--- src/rtl/cpu_pkg.sv ---
// Shared definitions for the fetch path: state encoding, instruction field positions and the NOP
// word.
package cpu_pkg;

    localparam int unsigned XLen = 32;

    localparam logic [1:0] StIdle = 2'd0;
    localparam logic [1:0] StReq  = 2'd1;
    localparam logic [1:0] StHold = 2'd2;
    localparam logic [1:0] StErr  = 2'd3;

    localparam int unsigned Imm16Msb    = 15;
    localparam int unsigned Imm16Lsb    = 0;
    localparam int unsigned Target26Msb = 25;
    localparam int unsigned Target26Lsb = 0;

    localparam logic [XLen-1:0] NopInstr = 32'h0000_0000;

    function automatic logic is_misaligned(input logic [XLen-1:0] addr);
        return addr[1:0] != 2'b00;
    endfunction

endpackage

--- src/rtl/branch_target_calc.sv ---
// Combinational next-PC candidates derived from a PC and the instruction fetched from it.
module branch_target_calc
    import cpu_pkg::*;
(
    input  logic [XLen-1:0] pc,
    input  logic [XLen-1:0] instr,
    output logic [XLen-1:0] pc_plus4,
    output logic [XLen-1:0] branch_pc,
    output logic [XLen-1:0] jmp_pc
);

    logic [XLen-1:0] imm_ext;
    logic            unused_opcode;

    assign pc_plus4  = pc + 32'd4;
    assign imm_ext   = {{16{instr[Imm16Msb]}}, instr[Imm16Msb:Imm16Lsb]};
    assign branch_pc = pc_plus4 + (imm_ext << 2);
    assign jmp_pc    = {pc_plus4[31:28], instr[Target26Msb:Target26Lsb], 2'b00};

    // Opcode bits play no part in target generation.
    assign unused_opcode = ^instr[31:26];

endmodule

--- src/rtl/instruction_fetch_unit.sv ---
// Fetch stage: requests the word at PC, holds it for decode with its branch/jump targets, and
// stalls the PC register while a fetch is outstanding.
module instruction_fetch_unit
    import cpu_pkg::*;
#(
    parameter int unsigned     TIMEOUT_CYCLES = 16,
    parameter logic [XLen-1:0] NOP_INSTR      = NopInstr
) (
    input  logic            CLK,
    input  logic            RST,
    input  logic [XLen-1:0] PC,
    input  logic            flush,
    output logic            imem_req,
    output logic [XLen-1:0] imem_addr,
    input  logic            imem_ready,
    input  logic [XLen-1:0] imem_rdata,
    output logic            instr_valid,
    input  logic            instr_ready,
    output logic [XLen-1:0] instr,
    output logic [XLen-1:0] fetch_pc,
    output logic [XLen-1:0] pc_plus4,
    output logic [XLen-1:0] branch_pc,
    output logic [XLen-1:0] jmp_pc,
    output logic            stall,
    output logic            fetch_err
);

    localparam logic [7:0] TimeoutLim = 8'(TIMEOUT_CYCLES);

    logic [1:0]      state_q, state_d;
    logic [XLen-1:0] addr_q, addr_d;
    logic [XLen-1:0] instr_q, instr_d;
    logic [XLen-1:0] fetch_pc_q, fetch_pc_d;
    logic [XLen-1:0] pc_plus4_q, pc_plus4_d;
    logic [XLen-1:0] branch_pc_q, branch_pc_d;
    logic [XLen-1:0] jmp_pc_q, jmp_pc_d;
    logic            err_q, err_d;
    logic [7:0]      cnt_q, cnt_d;
    logic            kill_q, kill_d;

    logic [7:0]      cnt_inc;
    logic            kill_eff;
    logic [XLen-1:0] calc_pc_plus4;
    logic [XLen-1:0] calc_branch_pc;
    logic [XLen-1:0] calc_jmp_pc;

    // Targets are computed from the word on the bus so they register in the same edge as instr.
    branch_target_calc u_branch_target_calc (
        .pc       (addr_q),
        .instr    (imem_rdata),
        .pc_plus4 (calc_pc_plus4),
        .branch_pc(calc_branch_pc),
        .jmp_pc   (calc_jmp_pc)
    );

    assign cnt_inc  = cnt_q + 8'd1;
    // A flush arriving alongside the data also makes that data stale.
    assign kill_eff = kill_q | flush;

    always_comb begin
        state_d     = state_q;
        addr_d      = addr_q;
        instr_d     = instr_q;
        fetch_pc_d  = fetch_pc_q;
        pc_plus4_d  = pc_plus4_q;
        branch_pc_d = branch_pc_q;
        jmp_pc_d    = jmp_pc_q;
        err_d       = err_q;
        cnt_d       = cnt_q;
        kill_d      = kill_q;

        case (state_q)
            StIdle: begin
                addr_d = PC;
                cnt_d  = 8'd0;
                kill_d = 1'b0;
                if (is_misaligned(PC)) begin
                    state_d = StErr;
                    err_d   = 1'b1;
                end else begin
                    state_d = StReq;
                end
            end
            StReq: begin
                if (imem_ready) begin
                    cnt_d  = 8'd0;
                    kill_d = 1'b0;
                    if (kill_eff) begin
                        state_d = StIdle;
                    end else begin
                        state_d     = StHold;
                        instr_d     = imem_rdata;
                        fetch_pc_d  = addr_q;
                        pc_plus4_d  = calc_pc_plus4;
                        branch_pc_d = calc_branch_pc;
                        jmp_pc_d    = calc_jmp_pc;
                    end
                end else if (cnt_inc == TimeoutLim) begin
                    cnt_d   = cnt_inc;
                    kill_d  = 1'b0;
                    state_d = StErr;
                    err_d   = 1'b1;
                end else begin
                    cnt_d  = cnt_inc;
                    kill_d = kill_eff;
                end
            end
            StHold: begin
                if (flush || instr_ready) begin
                    state_d = StIdle;
                    instr_d = NOP_INSTR;
                end
            end
            StErr: begin
                err_d = 1'b1;
            end
            default: begin
                state_d = StIdle;
            end
        endcase
    end

    always_ff @(posedge CLK) begin
        if (RST) begin
            state_q     <= StIdle;
            addr_q      <= '0;
            instr_q     <= NOP_INSTR;
            fetch_pc_q  <= '0;
            pc_plus4_q  <= '0;
            branch_pc_q <= '0;
            jmp_pc_q    <= '0;
            err_q       <= 1'b0;
            cnt_q       <= 8'd0;
            kill_q      <= 1'b0;
        end else begin
            state_q     <= state_d;
            addr_q      <= addr_d;
            instr_q     <= instr_d;
            fetch_pc_q  <= fetch_pc_d;
            pc_plus4_q  <= pc_plus4_d;
            branch_pc_q <= branch_pc_d;
            jmp_pc_q    <= jmp_pc_d;
            err_q       <= err_d;
            cnt_q       <= cnt_d;
            kill_q      <= kill_d;
        end
    end

    assign imem_req    = (state_q == StReq);
    assign imem_addr   = addr_q;
    assign instr_valid = (state_q == StHold);
    assign stall       = (state_q != StHold);
    assign instr       = instr_q;
    assign fetch_pc    = fetch_pc_q;
    assign pc_plus4    = pc_plus4_q;
    assign branch_pc   = branch_pc_q;
    assign jmp_pc      = jmp_pc_q;
    assign fetch_err   = err_q;

endmodule

--- config.mk ---
export PLATFORM = sky130hd
export DESIGN_NAME = instruction_fetch_unit
export DESIGN_NICKNAME = d
export VERILOG_FILES = /design/src/rtl/cpu_pkg.sv /design/src/rtl/branch_target_calc.sv /design/src/rtl/instruction_fetch_unit.sv
export SDC_FILE = /design/constraint.sdc
export NUM_CORES = 1
export LEC_CHECK = 0
export ABC_AREA = 1
export CAP_MARGIN = 10
export CORE_ASPECT_RATIO = 1.4
export CORE_MARGIN = 2
export CORE_UTILIZATION = 25
export DETAILED_ROUTE_END_ITERATION = 16
export PLACE_DENSITY = 0.56
export SETUP_SLACK_MARGIN = 0.5
export SLEW_MARGIN = 20
export SYNTH_ARGS = -nofsm -noshare
export SYNTH_HDL_FRONTEND = slang
export SYNTH_HIERARCHICAL = 1
export SYNTH_SLANG_ARGS = --single-unit
--- constraint.sdc ---
create_clock -name CLK -period 3.25 [get_ports CLK]
set_input_delay 0.4875 -clock CLK [delete_from_list [all_inputs] [get_ports CLK]]
set_output_delay 0.4875 -clock CLK [all_outputs]
set_load 0.01 [all_outputs]
## After elaboration in Yosys (flattened, before gate mapping)

Cells that the tools add are included.

| storage, ports and cells | value |
|---|---|
| bits in registers | 202 |

| cells by class | value |
|---|---|
| reduce and logical (&&, ||, !) cells | 11 |
| $add $sub $neg | 3 |
| bitwise logic cells | 2 |
| mux-type cells | 19 |
| equal/unequal tests | 12 |

Operator list:

| cell | count |
|---|---|
| $mux W32 | 3 |
| $pmux W32 S2 | 1 |
| $add A32 B3 Y32 const B | 1 |
| $add A32 B32 Y32 | 1 |
| $pmux W8 S2 | 1 |
| $mux W2 | 5 |
| $add A8 B1 Y8 const B | 1 |
| $eq A8 B5 Y1 const B | 1 |
| $mux W8 | 1 |
| $ne A2 B2 Y1 const B | 4 |
| $reduce_and A4 Y1 | 2 |
| $ne A2 B1 Y1 const B | 3 |
| $pmux W2 S3 | 1 |
| $reduce_and A3 Y1 | 2 |
| $reduce_bool A2 Y1 | 3 |
| $reduce_bool A3 Y1 | 2 |
| $mux W1 | 5 |
| $eq A2 B2 Y1 const B | 2 |
| $ne A3 B1 Y1 const B | 1 |
| $pmux W1 S3 | 1 |
| $eq A2 B1 Y1 const B | 1 |
| $logic_not A2 Y1 | 1 |
| $pmux W1 S2 | 1 |
| $logic_or A1 B1 Y1 | 1 |
| 2 further kinds | 2 |

## Logic depth before layout (Yosys ltp)

| depth | value |
|---|---|
| word-level depth | 5 |
| mapped depth | 21 |
| mapped depth without buffers | 21 |

## Hierarchy

The synthesis kept the hierarchy.

Modules (own cells, without submodules):

| module | sequential area each (µm²) | cells each | area each (µm²) | instances |
|---|---|---|---|---|
| instruction_fetch_unit | 4083.9 | 956 | 7390.8 | 1 |
| branch_target_calc | 0.0 | 546 | 2979.1 | 1 |

## Worst setup path after synthesis

OpenSTA, ideal clock, no wires.

| timing path | value |
|---|---|
| path type | reg2reg |
| start point | reg addr_q[2], in the netlist imem_addr[2] |
| end point | reg branch_pc_q[31], in the netlist branch_pc[31] |
| period minus slack after synthesis | 2.560 ns |
| data required time | 3.134 ns |
| cell stages (with the launch flop) | 20 |
| setup time | 0.116 ns |
| arrival time | 2.444 ns |
| setup slack | 0.690 ns |
| buffers on the path | 0 |
| cell sequence | dfxtp_1 > ha_1 > nand3_2 > nor3_4 > nand2_2 > nor2_2 > nand2_1 > xnor2_1 > ha_1 > nand2_1 > nor3_1 > nand2_1 > inv_1 > nand2_1 > nand2_1 > a21oi_1 > nand2_1 > nand2_1 > nor2_1 > nor2_1 |

| between the ends | value |
|---|---|
| word-level cells in the longest chain between the ends | 2 |

RTL lines:

| element | line | text |
|---|---|---|
| start, declared | instruction_fetch_unit.sv:31 | `logic [XLen-1:0] addr_q, addr_d;` |
| start signal, assigned | instruction_fetch_unit.sv:137 | `addr_q <= addr_d;` |
| $add A32 B3 Y32 | branch_target_calc.sv:15 | `assign pc_plus4 = pc + 32'd4;` |
| via calc_jmp_pc[28] | instruction_fetch_unit.sv:45 | `logic [XLen-1:0] calc_jmp_pc;` |
| $add A32 B32 Y32 | branch_target_calc.sv:17 | `assign branch_pc = pc_plus4 + (imm_ext << 2);` |
| via calc_branch_pc[31] | instruction_fetch_unit.sv:44 | `logic [XLen-1:0] calc_branch_pc;` |
| end signal, assigned | instruction_fetch_unit.sv:141 | `branch_pc_q <= branch_pc_d;` |
| end, declared | instruction_fetch_unit.sv:35 | `logic [XLen-1:0] branch_pc_q, branch_pc_d;` |

The timed path passes the listed nets, and every way through them passes these cells.
A chain may end at the register's enable or synchronous reset.

## Worst setup path in the final report

| timing path | value |
|---|---|
| start point | reg addr_q[2], in the netlist imem_addr[2] |
| end point | reg branch_pc_q[23], in the netlist branch_pc[23] |

| between the ends | value |
|---|---|
| word-level cells in the longest chain between the ends | 2 |

RTL lines:

| element | line | text |
|---|---|---|
| $add A32 B3 Y32 | branch_target_calc.sv:15 |  |
| via calc_pc_plus4[22] | instruction_fetch_unit.sv:43 | `logic [XLen-1:0] calc_pc_plus4;` |
| $add A32 B32 Y32 | branch_target_calc.sv:17 |  |
| via calc_branch_pc[23] | instruction_fetch_unit.sv:44 |  |

The timed path passes the listed nets, and every way through them passes these cells.

==> run_results.csv <==
group,metric,value,unit
die,die_w,176,um
power_and_ir_drop,combPwrFrac,48.1,%
timing,clock.fmax,365,MHz
global_routing,gr-total-overflow,0,
power_and_ir_drop,seq_power_share,27.6,%
power_and_ir_drop,netSwitchingFraction,39.6,%
min_path,min_path_type,"reg -> reg",
status,outcome,"complete, no violations",
die,num_rows,88,
clocking,clk_latency,550,ps
power_and_ir_drop,power_frac_clock,24.3,%
worst_setup_path,reg2reg_depth,15,
timing,tightest_slew,722,ps
global_routing,grt_max_degree,130,
worst_setup_path,arrival,3150,ps
synthesis,synth.distinct_cells,39,
global_routing,first_global_vias,10245,
finish,nets,1880,
route,routedWlPerCell,16.4,um
clocking,cts_buffers,23,
route,vias_per_cell,4.51,
synthesis,synth_top_family_by_area,"simple AND/OR/NAND/NOR gates",
die,ios,265,
synthesis,synth_cells,1502,
worst_setup_path,slowest_stage,"dfxtp_4",
clocking,cts_tree,"built",
finish,layout_commonest_cell,"nor2_1",
place,place_inst,2253,
power_and_ir_drop,vdd_drop_max,0.315,mV
power_and_ir_drop,p_int,7.58,mW
synthesis,syn_area,0.0104,mm2
finish,stdcell_count,2331,
route,first_pass_iters,5,
synthesis,ys_warn_count,6,
clocking,clk_pin_slew_worst_paths,70,ps
worst_setup_path,critical_path.endpoint_type,"flop",
die,die_y,245,um
synthesis,synth-compound-area-share,12.8,%
timing,drv_slew,0,
global_routing,antenna_found_initial,2,
route,drtIter0Drc,592,
synthesis,synthMuxAreaShare,0,%
finish,areaGrowthSynthToFinish,50.6,%
clocking,clock-root-buffer,"clkbuf_16",
die,die_area,0.0431,mm2
worst_setup_path,cpMostUsedCell,"nand2_1",
worst_setup_path,worstPathCellList,"ha_4 -> nand2_4 -> nor3_4 -> nand3_4 -> xor2_2 -> ha_4 -> a21oi_2 -> nand2_1 -> inv_1 -> nand2_1 -> inv_1 -> nand2_1 -> xor2_1 -> nor2_1 -> nor2_1",
global_routing,grt_pass1_wl,57.6,mm
worst_setup_path,critPathTopFamily,"simple AND/OR/NAND/NOR gates",
global_routing,grt.total_usage,16.9,%
clocking,clock-sinks,204,
route,final_antenna_net_count,0,
place,gpl.final_weighted_congestion,0.861,
timing,skew,32.9,ps
clocking,htreeDepth,1,
timing,post-route-min-period,2740,ps
timing,hold_violations,0,
synthesis,synthXorXnorAreaFrac,3.55,%
worst_setup_path,path_max_fanout,5,
route,num_vias,10518,
worst_setup_path,critPathBufInv,2,
power_and_ir_drop,leakagePower,6.80,nW
timing,period_share,84.4,%
power_and_ir_drop,switchingPower,4.96,mW
clocking,clockBufferDepth,3,
finish,drive_above_1_share,17.8,%
timing,finalSetupViolCount,0,
flow_run,maxCapViolCount,0,
synthesis,ys_seq_area_share,39.4,%
worst_setup_path,crit_path_max_incr_delay,400,ps
route,drcViolationCount,0,
timing,holdWs,450,ps
synthesis,synth-seq-cells,204,
place,port-buffer-count,264,
synthesis,synth_simple_gate_area_share,30.2,%
place,dpl.hpwl,27.6,mm
worst_setup_path,crit_type,"reg -> reg",
synthesis,synthAdderAreaFrac,4.78,%
die,start_util,25.2,%
die,coreArea,0.0411,mm2
route,routed_wirelength,38.1,mm
min_path,min_path_cells,2,
worst_setup_path,cp_data_required_time,3660,ps
timing,slew_headroom,51.9,%
worst_setup_path,cp-start-kind,"flop",
worst_setup_path,crit_cells,15,
power_and_ir_drop,powerDensity,803,mW/mm2
synthesis,avgSynthCellArea,6.90,um2
timing,rsz0062_at_grt,"yes",
finish,final_cell_mix,"352 x nor2_1, 263 x clkdlybuf4s50_1, 214 x nand2_1, 189 x dfxtp_1, 152 x o21ai_0",
==> layer usage <==
metal  vias up  track usage [%]  part of all wire (%)
met1      4912             19.1                    40
met3        58             2.06                   4.1
met4         0             6.22                   2.9
li1       5299                -                     -
met2       249             32.0                    53
met5         -                0                     0
==> synth_stat cells, drive strengths merged <==
master | n | area [um2]
a21oi | 77 | 385
a21o | 1 | 7.51
o21ai | 174 | 875
nor3 | 11 | 87.6
nor4 | 1 | 6.26
dfxtp | 204 | 4080
inv | 100 | 375
nand4 | 12 | 81.3
conb | 1 | 3.75
buf | 67 | 443
a32oi | 1 | 8.76
a21boi | 1 | 7.51
clkinv | 1 | 3.75
or2 | 1 | 6.26
xnor2 | 11 | 96.3
o21a | 1 | 7.51
nand3 | 75 | 403
nor2 | 390 | 1520
o21bai | 5 | 37.5
nand2 | 261 | 1020
xor2 | 31 | 272
clkbuf | 37 | 139
fa | 1 | 20.0
ha | 38 | 475
==> area by class of cell <==
class / instances / area [um2]
antenna: 2 / 5.00
clock buffer: 26 / 597
clock inverter: 16 / 283
fill: 4211 / 25500
inverter: 101 / 387
multi-input combinational: 1094 / 6200
sequential: 204 / 4120
tap: 540 / 676
timing repair buffer: 348 / 3340
==> path summary, 6_finish.rpt <==
check | startpoint | to | slack, ps
hold / removal | fetch_err | fetch_err | 450
hold reg to reg | fetch_err | fetch_err | 450
setup reg to reg | imem_addr[2] | branch_pc[23] | 510
setup / recovery | imem_addr[2] | branch_pc[23] | 510
==> logic make-up (layout without fill, tap and decap cells) <==
| family | count (synthesis) | in the layout |
|---|---|---|
| flops | 204 | 204 |
| other cells | 1 | 4 |
| compound gates | 260 | 260 |
| xor+xnor | 42 | 42 |
| simple gates | 751 | 751 |
| fa+ha+maj | 39 | 39 |
| buf+inv | 205 | 491 |
==> power by group through the flow <==
stage / clock [mW] / combinational (mW) / sequential [mW]
2_1_floorplan: 0 / 2.62 / 3.68
3_3_place_gp: 0 / 5.19 / 3.45
3_5_place_dp: 0 / 5.19 / 3.47
4_1_cts: 3.13 / 5.63 / 3.45
5_1_grt: 3.22 / 6.61 / 3.53
6_report: 3.05 / 6.03 / 3.46
==> what timing repair did <==
item	in CTS	in global routing
pin swaps	34	59
buffers inserted	18	16
gates resized for setup	99	117
hold buffers	0	0
endpoints found under the setup margin	22	53
==> metrics by stage <==
step | power [mW] | setup slack, ps | TNS [ps] | util (%) | instance area [um2]
3_3_place_gp | 8.64 | 29.3 | 0 | 33.0 | 13500
2_1_floorplan | 6.30 | 690 | 0 | - | 10400
6_report | 12.5 | 508 | 0 | 38.0 | 15600
5_1_grt | 13.4 | 339 | 0 | 38.0 | 15600
3_5_place_dp | 8.66 | -6.88 | -6.88 | 33.0 | 13500
4_1_cts | 12.2 | 458 | 0 | 36.5 | 15000
==> registers in the layout, summed over array words and instances (netlist names) <==
register,count
fetch_pc,32
imem_addr,32
jmp_pc,32
instr,32
branch_pc,32
pc_plus4,32
kill_q,1
cnt_q,8
fetch_err,1
state_q,2
==> worst reg2reg max path: stages (launching register included) <==
cell	delay (ps)
dfxtp_4	400
ha_4	160
nand2_4	70
nor3_4	310
nand3_4	190
xor2_2	260
ha_4	280
a21oi_2	230
nand2_1	120
inv_1	70
nand2_1	60
inv_1	50
nand2_1	70
xor2_1	170
nor2_1	120
nor2_1	70
Power figures use the tool's default switching activity.
==> patch: new RTL, config.mk and constraints unchanged <==
Take the reset off `addr_q` and load it in a clocked block of its own.
--- a/src/rtl/instruction_fetch_unit.sv
+++ b/src/rtl/instruction_fetch_unit.sv
@@ -124,5 +124,4 @@
         if (RST) begin
             state_q     <= StIdle;
-            addr_q      <= '0;
             instr_q     <= NOP_INSTR;
             fetch_pc_q  <= '0;
@@ -135,5 +134,4 @@
         end else begin
             state_q     <= state_d;
-            addr_q      <= addr_d;
             instr_q     <= instr_d;
             fetch_pc_q  <= fetch_pc_d;
@@ -145,4 +143,8 @@
             kill_q      <= kill_d;
         end
+    end
+
+    always_ff @(posedge CLK) begin
+        addr_q <= addr_d;
     end
 
Formal check against the unedited RTL: not equivalent (Yosys sat finds a counterexample within 4 cycles, from zero or initial values and one cycle with RST high).
==> patch against the unedited design <==
Sequential share of layout area grew 1.7 points. Maximum frequency fell by 4.6%. Cell area grew 0.42%. Area after synthesis down 1.3%. Final cell count is 4.1% lower. Wire length up 1.5%. Sequential cell count did not move. Setup slack worse by 0.13 ns. Die area shrank 1.3%. Power down 2.1%. Combinational power shrank 1%. Highest routed layer unchanged. Non-clock buffer count grew 9.
==> patch: results (changes against the unedited design) <==
| Metric | Value |
|---|---|
| Result of the run | finished clean |
| Buffer type at the clock tree root | sky130_fd_sc_hd__clkbuf_16 |
| Cell with the biggest individual delay on the critical path | sky130_fd_sc_hd__edfxtp_1 |
| Clock transition at path regs | 0.06 ns |
| Number of hold violations in the final report | 0 (unchanged) |
| CP max stage delay | 0.44 ns (+0.04 ns) |
| Leak pwr | 0.006559 uW (-3.6%) |
| Antenna violations before repair | 0 (-2) |
| Maximum number of pins on one net before global-route repair | 129 (-0.77%) |
| Multiplexer share of the synthesized area | 0% (unchanged) |
| Clock latency on the worst-skew pair | 0.54 ns |
| First-pass GRT wire length | 58160 um (+0.96%) |
| Worst clock skew | 0.01464 ns (-0.01822 ns) |
| Yosys warnings | 6 (unchanged) |
| Commonest cells post-synth | sky130_fd_sc_hd__nor2_1, sky130_fd_sc_hd__nand2_1, sky130_fd_sc_hd__dfxtp_1, sky130_fd_sc_hd__o21ai_0, sky130_fd_sc_hd__inv_1 |
| Maximum level of the CTS H-tree | 1 (unchanged) |
| Number of buffers inserted during clock tree synthesis | 24 (+4.3%) |
| Proportion of synthesized flip-flops having asynchronous set or reset | 0% (unchanged) |
| Overall track demand over capacity in global routing | 17.46% (+0.56 points) |
| Vias | 10120 (-3.8%) |
| Final weighted congestion in routability-driven placement | 0.8650 (+0.46%) |
| Crit path max fanout | 4 (-1) |
| Antenna Cells | 0 (-2) |
| First-iteration detailed-routing DRC count | 441 (-26%) |
| Average wire per standard cell | 17.30 um (+5.8%) |
| Post-synth EDFFs | 32 (+32) |
| Number of unique standard cell types used by synthesis | 39 (unchanged) |
| Share of synthesized area occupied by flip-flops and latches | 43.04% (+3.7 points) |
| Reg-to-reg startpoint | imem_addr[2] |
| Adder-cell share of the synthesized area | 4.842% (+0.064 points) |
| Synth Area in Compound Gates | 11.27% (-1.5 points) |
| Count of nets after finishing | 1792 (-4.7%) |
| Placed wire-length estimate | 28150 um (+2.0%) |
| Relative slew slack | 50.24% (-1.6 points) |
| Path category of the worst min-delay check | reg2reg |
| Fraction of final layout cells with drive strength greater than 1 | 19.92% (+2.1 points) |
| Source of the worst hold timing path | fetch_err |
| IR drop worst, VDD | 0.4388 mV (+39%) |
| Arrival time worst endpoint | 3.35 ns (+0.20 ns) |
| Net Sw Power | 4896 uW (-1.3%) |
| Total placed instance area | 13240 um^2 (-2.2%) |
| Xor/xnor cell area share of the yosys netlist | 3.595% (+0.048 points) |
| Top cells by area in the synthesized netlist | sky130_fd_sc_hd__dfxtp_1, sky130_fd_sc_hd__nor2_1, sky130_fd_sc_hd__edfxtp_1, sky130_fd_sc_hd__nand2_1, sky130_fd_sc_hd__o21ai_0 |
| Startpoint Class | register |
| Count of buffers from port buffering | 264 (unchanged) |
[patch: changes by cell type after synthesis, sizes merged, moves of 3 or more]
cell    unedited run  this run
dfxtp            204       172
a21oi             77        74
o21ai            174       142
nor2             390       329
clkbuf            37        19
edfxtp             0        32
buf               67        75
[patch: cell type report]
type                       instances  area [um^2]
timing repair buffer             357         3393
clock buffer                      34        699.4
fill                            4094        24710
multi-input combinational        998         6021
inverter                          99        377.9
sequential                       204         4404
tap                              534        668.1
clock inverter                    10        115.1
[patch: worst min-delay path: cells and delay by family (launching register included)]
family                 cells  cell delay, ns
flip-flops                 1            0.31
AO/OA/AOI/OAI              1            0.05
buffers and inverters      1            0.04
[patch: what timing repair did]
action,4_1_cts,5_1_grt
pin swaps,40,59
endpoints found under the setup margin,21,22
hold buffers,0,0
setup buffers,41,26
gates resized for setup,134,106
[patch: final timing paths]
kind | cells past startpoint | to | slack, ns
min reg2reg | 2 | fetch_err | 0.45
max | 17 | branch_pc[31] | 0.38
min | 2 | fetch_err | 0.45
max reg2reg | 17 | branch_pc[31] | 0.38
[patch: metrics by stage]
| step | setup slack, ns | total power (uW) | instances |
|---|---|---|---|
| 2_1_floorplan | 0.6542 | 6192 | 1395 |
| 3_3_place_gp | 0.06733 | 8371 | 2125 |
| 3_5_place_dp | -0.005152 | 8389 | 2125 |
| 4_1_cts | 0.4151 | 11910 | 2210 |
| 5_1_grt | 0.2090 | 13040 | 2236 |
| 6_report | 0.3763 | 12280 | 2236 |
[patch: cell families after synthesis]
| logic type | count (synthesis) |
|---|---|
| AND/OR/NAND/NOR | 690 |
| AO/OA/AOI/OAI | 225 |
| adder cells (fa/ha/maj) | 39 |
| buffers and inverters | 193 |
| XOR/XNOR | 42 |
| flip-flops | 204 |
| other | 1 |
[patch: power groups by stage]
stage | registers, uW | logic [uW] | clock network (uW)
5_1_grt | 3610 | 6450 | 2980
3_5_place_dp | 3610 | 4780 | 0
6_report | 3540 | 5950 | 2790
2_1_floorplan | 3750 | 2450 | 0
4_1_cts | 3540 | 5490 | 2880
3_3_place_gp | 3590 | 4780 | 0
[patch: per-layer routing]
| metal | vias to the layer above | track usage (%) | share of wire [%] |
|---|---|---|---|
| met3 | 70 | 2.747 | 4.5 |
| li1 | 5034 | - | - |
| met1 | 4762 | 18.66 | 38 |
| met5 | - | 0 | 0 |
| met2 | 250 | 33.71 | 54 |
| met4 | 0 | 6.961 | 3.7 |
